$ cat src/rtl/sseg_scan.sv
// Multiplexed 4-digit seven-segment anode scanner with per-digit enable mask.
// Define SSEG_SCAN_BLANK_EN to blank the anodes at the end of each digit period.
module sseg_scan #(
    parameter int PRESCALE     = 65536,
    parameter int BLANK_CYCLES = 256
) (
    input  logic       clk,
    input  logic       rst,
    input  logic       en,
    input  logic [3:0] digit_mask,
    output logic [3:0] an,
    output logic [1:0] digit_idx,
    output logic       tick
);

    localparam int CW = $clog2(PRESCALE);

    if (PRESCALE < 2 || BLANK_CYCLES < 1 || BLANK_CYCLES >= PRESCALE) begin : g_bad_param
        $error("sseg_scan: illegal PRESCALE/BLANK_CYCLES");
    end

    logic [CW-1:0] cnt_q, cnt_d;
    logic [1:0]    idx_q, idx_d;
    logic [3:0]    an_q, an_d;
    logic          tick_q, tick_d;
    logic          wrap;
    logic          blank;
    logic [1:0]    nxt_idx;
    logic [1:0]    cand;

`ifdef SSEG_SCAN_BLANK_EN
    assign blank = (cnt_q >= CW'(PRESCALE - BLANK_CYCLES));
`else
    assign blank = 1'b0;
`endif

    assign wrap = (cnt_q == CW'(PRESCALE - 1));

    // Scan downwards so the nearest enabled successor wins; an empty mask holds.
    always_comb begin
        nxt_idx = idx_q;
        cand    = idx_q;
        for (int k = 4; k >= 1; k--) begin
            cand = idx_q + 2'(k);
            if (digit_mask[cand]) begin
                nxt_idx = cand;
            end
        end
    end

    always_comb begin
        cnt_d  = cnt_q;
        idx_d  = idx_q;
        an_d   = an_q;
        tick_d = 1'b0;
        if (en) begin
            cnt_d  = wrap ? '0 : cnt_q + CW'(1);
            idx_d  = wrap ? nxt_idx : idx_q;
            tick_d = wrap;
            if (digit_mask[idx_q] && !blank) begin
                an_d = ~(4'b0001 << idx_q);
            end else begin
                an_d = 4'b1111;
            end
        end
    end

    always_ff @(posedge clk) begin
        if (rst) begin
            cnt_q  <= '0;
            idx_q  <= 2'd0;
            an_q   <= 4'b1111;
            tick_q <= 1'b0;
        end else begin
            cnt_q  <= cnt_d;
            idx_q  <= idx_d;
            an_q   <= an_d;
            tick_q <= tick_d;
        end
    end

    assign an        = an_q;
    assign digit_idx = idx_q;
    assign tick      = tick_q;

endmodule
$ cat config.mk
export PLATFORM = sky130hd
export DESIGN_NAME = sseg_scan
export DESIGN_NICKNAME = d
export VERILOG_FILES = /design/src/rtl/sseg_scan.sv
export SDC_FILE = /design/constraint.sdc
export NUM_CORES = 1
export LEC_CHECK = 0
export BUFFER_PORTS_ARGS = -buffer_cell sky130_fd_sc_hd__buf_2
export CORE_MARGIN = 2
export CORE_UTILIZATION = 30
export DETAILED_ROUTE_END_ITERATION = 7
export PLACE_DENSITY = 0.51
export SLEW_MARGIN = 30
export SYNTH_ARGS = -nofsm -noshare
export SYNTH_HDL_FRONTEND = slang
export SYNTH_SLANG_ARGS = --single-unit
$ cat constraint.sdc
create_clock -name clk -period 2.5 [get_ports clk]
set_input_delay 0.75 -clock clk [delete_from_list [all_inputs] [get_ports clk]]
set_output_delay 0.75 -clock clk [all_outputs]
set_load 0.03 [all_outputs]
Word level (Yosys, flattened, before mapping)
Cells that the tools add are included.
{"block": "classes", "n_mux": 13, "n_mul": 0, "magnitude_cmp": 4, "reduce_logical": 3, "n_addsub": 4, "n_div": 0, "n_bitwise": 2, "n_shift": 1, "n_eq_ne": 1}
{"op": "$add A16 B1 Y16 const B", "count": 1}
{"op": "$eq A16 B16 Y1 const B", "count": 1}
{"op": "$mux W16", "count": 1}
{"op": "$lt A2 B3 Y1 const B", "count": 4}
{"op": "$bmux W1 S2", "count": 4}
{"op": "$mux W2", "count": 3}
{"op": "$add A2 B2 Y2 const B", "count": 2}
{"op": "$mux W1", "count": 4}
{"op": "$mux W4", "count": 1}
{"op": "$not A4 Y4", "count": 1}
{"op": "$shl A1 B2 Y4 const A", "count": 1}
{"op": "$reduce_and A3 Y1", "count": 1}
{"op": "$reduce_bool A3 Y1", "count": 1}
{"op": "$add A2 B1 Y2 const B", "count": 1}
{"op": "$reduce_or A2 Y1", "count": 1}
{"op": "$not A1 Y1", "count": 1}
{"block": "word_totals", "latch_bits": 0, "out_inout_bits": 7, "ff_bits": 23, "input_bits": 7, "wordCells": 32, "ram_bits": 0, "mem_count": 0, "romBits": 0}

Depth between registers and ports, before layout
{"block": "depth", "word_depth": 6, "mapped_depth": 8, "mapped_depth_nobuf": 7}

Least setup slack after synthesis
OpenSTA, ideal clock, no wires.
{"block": "synth_path", "path_kind": "register to register", "start": "register idx_q[1] (netlist: digit_idx[1])", "end": "register idx_q[0] (netlist: digit_idx[0])", "path_stages_with_launch": 7, "setup_slack_ns": 0.419, "t_required_ns": 2.368, "setup_ns": 0.132, "arrival_time_ns": 1.949, "synth_period_minus_slack_ns": 2.081, "path_buffers": 0, "cell_sequence": "dfxtp_1 > inv_1 > ha_1 > mux4_1 > nor2b_4 > or3_1 > a21oi_1"}
{"block": "synth_via", "elab_chain_cells": 5, "elab_cells_between_ends": 13, "classes_between": "add/sub (3); mux (8); reduce/logical (2)"}
{"element": "start: declaration", "line_no": "23", "text": "logic [1:0] idx_q, idx_d;"}
{"element": "start signal: assignment", "line_no": "76", "text": "idx_q <= idx_d;"}
{"element": "$add A2 B2 Y2 or $add A2 B1 Y2 (tied branches)", "line_no": "44", "text": "cand = idx_q + 2'(k);"}
{"element": "$bmux W1 S2", "line_no": "45", "text": "if (digit_mask[cand]) begin"}
{"element": "$mux W1 (not written as such)", "line_no": "45"}
{"element": "$reduce_bool A3 Y1 (no source line) or $mux W2 (tied branches)"}
{"element": "$reduce_and A3 Y1 (no source line) or $mux W2 (tied branches)"}
Several ways; a longest one is shown, not always the timed one. The select of a mux whose other input is x is not followed.
A chain may end at the register's enable or synchronous reset.

==> metrics.txt <==
number of top-level design ports=14; share of cells above drive strength 1=0.1379; FF-to-FF setup slack=0.77 ns; number of nets still failing antenna checks after routing=0; growth of design area from synthesis to finish=13.64%; CTS root buffer=sky130_fd_sc_hd__clkbuf_8; half-perimeter wire length of the detailed placement result=1633 um; worst slack, placed=0.3394 ns; startpoint of the worst register-to-register path=digit_idx[1]; clock-pin transition on the worst setup and hold timing paths=0.08 ns; end point of the worst hold path=an[3]; required arrival time at the worst endpoint=2.69 ns; pin count of the biggest net entering global routing=17; top fanout value on the critical path=16; CTS tree=built; Synth area leader=sky130_fd_sc_hd__dfxtp_1; max-slew violations=0; total wire length after detailed routing=2190 um; number of warnings issued by yosys=0; worst max-slew margin expressed relative to the limit=0.7370; portion of the post-synthesis area used by sequential elements=0.3861; number of buffers between clock root and the deepest sink=2; clock latency of the later-clocked register in the worst-skew pair=0.26 ns; wire length of the first global-routing pass=3864 um; transition at the pin with the smallest max-transition slack=0.3945 ns; final standard cell utilization of the core=0.3620; vias in the first global route=912; total global routing track utilization=0.1128; fin crit share=0.7537; leftover overflow at the end of global routing=0; number of iterations in the first detailed-routing pass=3; GPL Wtd Cong=0.7780; remaining routing DRC violations=0; sequential cell area in the final layout=460.4 um2; Cell variety after synth=26; number of endpoints failing setup at the final stage=0; final antenna diode count=0; die area=0.004495 mm2; total vias in the final route=953; unrepaired setup endpoints after global routing=false; worst r2r dst=digit_idx[0]; total area of multi-input combinational cells=701.9 um2; most area-consuming cells after synthesis=sky130_fd_sc_hd__dfxtp_1, sky130_fd_sc_hd__ha_1, sky130_fd_sc_hd__xor2_1; initial standard-cell utilization of the core=0.3185; share of total power in sequential cells=0.583; portion of synthesized cell area occupied by the leading cell type=0.3861; Hold Crit Class=flip-flop to flip-flop; WP data arrival=2.08 ns; net count of the finished layout=158; leakage dissipation=0.5045 nW; CP endpoint kind=flip-flop; number of cell rows=22; most frequent cells in the layout=sky130_fd_sc_hd__dfxtp_1, sky130_fd_sc_hd__nor2_1, sky130_fd_sc_hd__buf_2; flop and latch count out of synthesis=23; setup clock skew after layout=0.004697 ns; instance count along the most critical hold path=2; result of the run=finished clean; Chip Height=67.05 um; number of antenna violations at the first check in global routing=0; max-cap check violation count=0; Die W=67.05 um; quantity of I/O buffers inserted on ports=13; Critical Path Start Type=input port; Resized Gates After CTS=0; Switch Pwr=138.6 uW; switching share of power=0.2175; achievable frequency=530.7 MHz; Worst Setup Path Type=input port to flip-flop; Vias/cell=4.938; core area=0.003744 mm2; clock share of power=0.357; largest voltage drop on the vdd net=0.1875 mV; ratio of total power to cell area=470.3 mW/mm2; WL/cell=11.35 um; number of standard cells after synthesis=130; smallest setup slack after layout=0.6157 ns; Sink Count=23; part of the total power dissipated in combinational logic=0.060; number of cell instances on the worst register-to-register path=6; Inserted Clock Buffers=3; count of filler cells inserted in the layout=423; post-CTS setup-driven buffer insertion count=0; internal cell power=498.6 uW; final setup TNS=0 ns; most frequent standard cell in the layout excluding fill and tap cells=sky130_fd_sc_hd__dfxtp_1; H-Tree Depth=1; Fin. Hold Viols=0; post-synthesis cell area=0.001192 mm2; Min-Delay Startpoint=an[3]; min Tclk post-route=1.884 ns; total of hold buffers inserted after clock tree synthesis=0; Avg Inst Size Synth=9.172 um2; Post-Synthesis Net Count=142; number of design-rule violations left by the first detailed-router iteration=19
routing by layer:
layer,share of wire,global-route usage,wire length [um]
met1,0.49,0.1357,1078
met2,0.46,0.1881,1017
met3,0.018,0.01520,39
met4,0.025,0.06888,55
met5,0,0,0
power by group through the flow:
stage | sequential, mW | combinational (mW) | clock, mW
2_1_floorplan | 0.382 | 0.0228 | 0
3_3_place_gp | 0.380 | 0.0372 | 0
3_5_place_dp | 0.380 | 0.0386 | 0
4_1_cts | 0.372 | 0.0387 | 0.234
5_1_grt | 0.372 | 0.0434 | 0.251
6_report | 0.372 | 0.0382 | 0.227
sequential cells by signal, summed over array words and instances (netlist names):
signal / count
cnt_q: 16
an: 4
digit_idx: 2
tick: 1
kinds of logic after synthesis:
kind of cell	after synthesis	share of synthesized area
flip-flops	23	0.3861
adder cells (fa/ha/maj)	5	0.05247
buffers and inverters	6	0.02518
XOR/XNOR	12	0.08814
AO/OA/AOI/OAI	17	0.07345
multiplexers	6	0.08814
AND/OR/NAND/NOR	61	0.2865
cell usage after synthesis:
cell	count
sky130_fd_sc_hd__dfxtp_1	23
sky130_fd_sc_hd__nand3b_1	2
sky130_fd_sc_hd__o21bai_1	1
sky130_fd_sc_hd__xnor2_1	5
sky130_fd_sc_hd__and4_1	6
sky130_fd_sc_hd__clkbuf_1	3
sky130_fd_sc_hd__mux2i_1	3
sky130_fd_sc_hd__nand3_1	10
sky130_fd_sc_hd__buf_6	1
sky130_fd_sc_hd__or3_1	3
sky130_fd_sc_hd__and3_1	3
sky130_fd_sc_hd__mux4_1	2
sky130_fd_sc_hd__nor2_1	15
sky130_fd_sc_hd__ha_1	5
sky130_fd_sc_hd__xor2_1	7
sky130_fd_sc_hd__nor2b_4	1
sky130_fd_sc_hd__nor3_1	2
sky130_fd_sc_hd__and2_1	1
sky130_fd_sc_hd__nand2b_1	7
sky130_fd_sc_hd__nand2_1	5
sky130_fd_sc_hd__mux4_2	1
sky130_fd_sc_hd__a21oi_1	7
sky130_fd_sc_hd__nand4_1	4
sky130_fd_sc_hd__nor2b_1	2
sky130_fd_sc_hd__inv_1	2
sky130_fd_sc_hd__o21ai_0	9
stage by stage:
stage,area (um2),cells,total power [mW],hold slack (ns)
2_1_floorplan,1192,130,0.4044,0.4541
3_3_place_gp,1310,189,0.4177,0.4659
3_5_place_dp,1310,189,0.4190,0.4665
4_1_cts,1355,193,0.6445,0.4907
5_1_grt,1355,193,0.6670,0.5161
6_report,1355,193,0.6372,0.4902
worst max path at each step:
stage	end	slack [ns]	from	depth (start not counted)
floorplan	digit_idx[0]	0.42	digit_idx[1]	6
global placement	digit_idx[0]	0.38	en	6
detailed placement	cnt_q[15]	0.34	en	5
CTS	cnt_q[15]	0.62	en	5
global route	digit_idx[0]	0.50	en	6
finish	cnt_q[15]	0.62	en	5
worst max-delay path, stage by stage:
cell and delay (ns):
sky130_fd_sc_hd__buf_2 0.21, sky130_fd_sc_hd__and4_1 0.32, sky130_fd_sc_hd__nand4_1 0.25, sky130_fd_sc_hd__or3_1 0.41, sky130_fd_sc_hd__a21oi_1 0.14
final cells by class:
class                           instances  share of cell area
Multi-Input combinational cell        101              0.5180
Sequential cell                        23              0.3398
Timing Repair Buffer                   15             0.05910
Tap cell                               48             0.04432
Clock buffer                            4             0.03324
Inverter                                2            0.005540
Power figures use the tool's default switching activity.
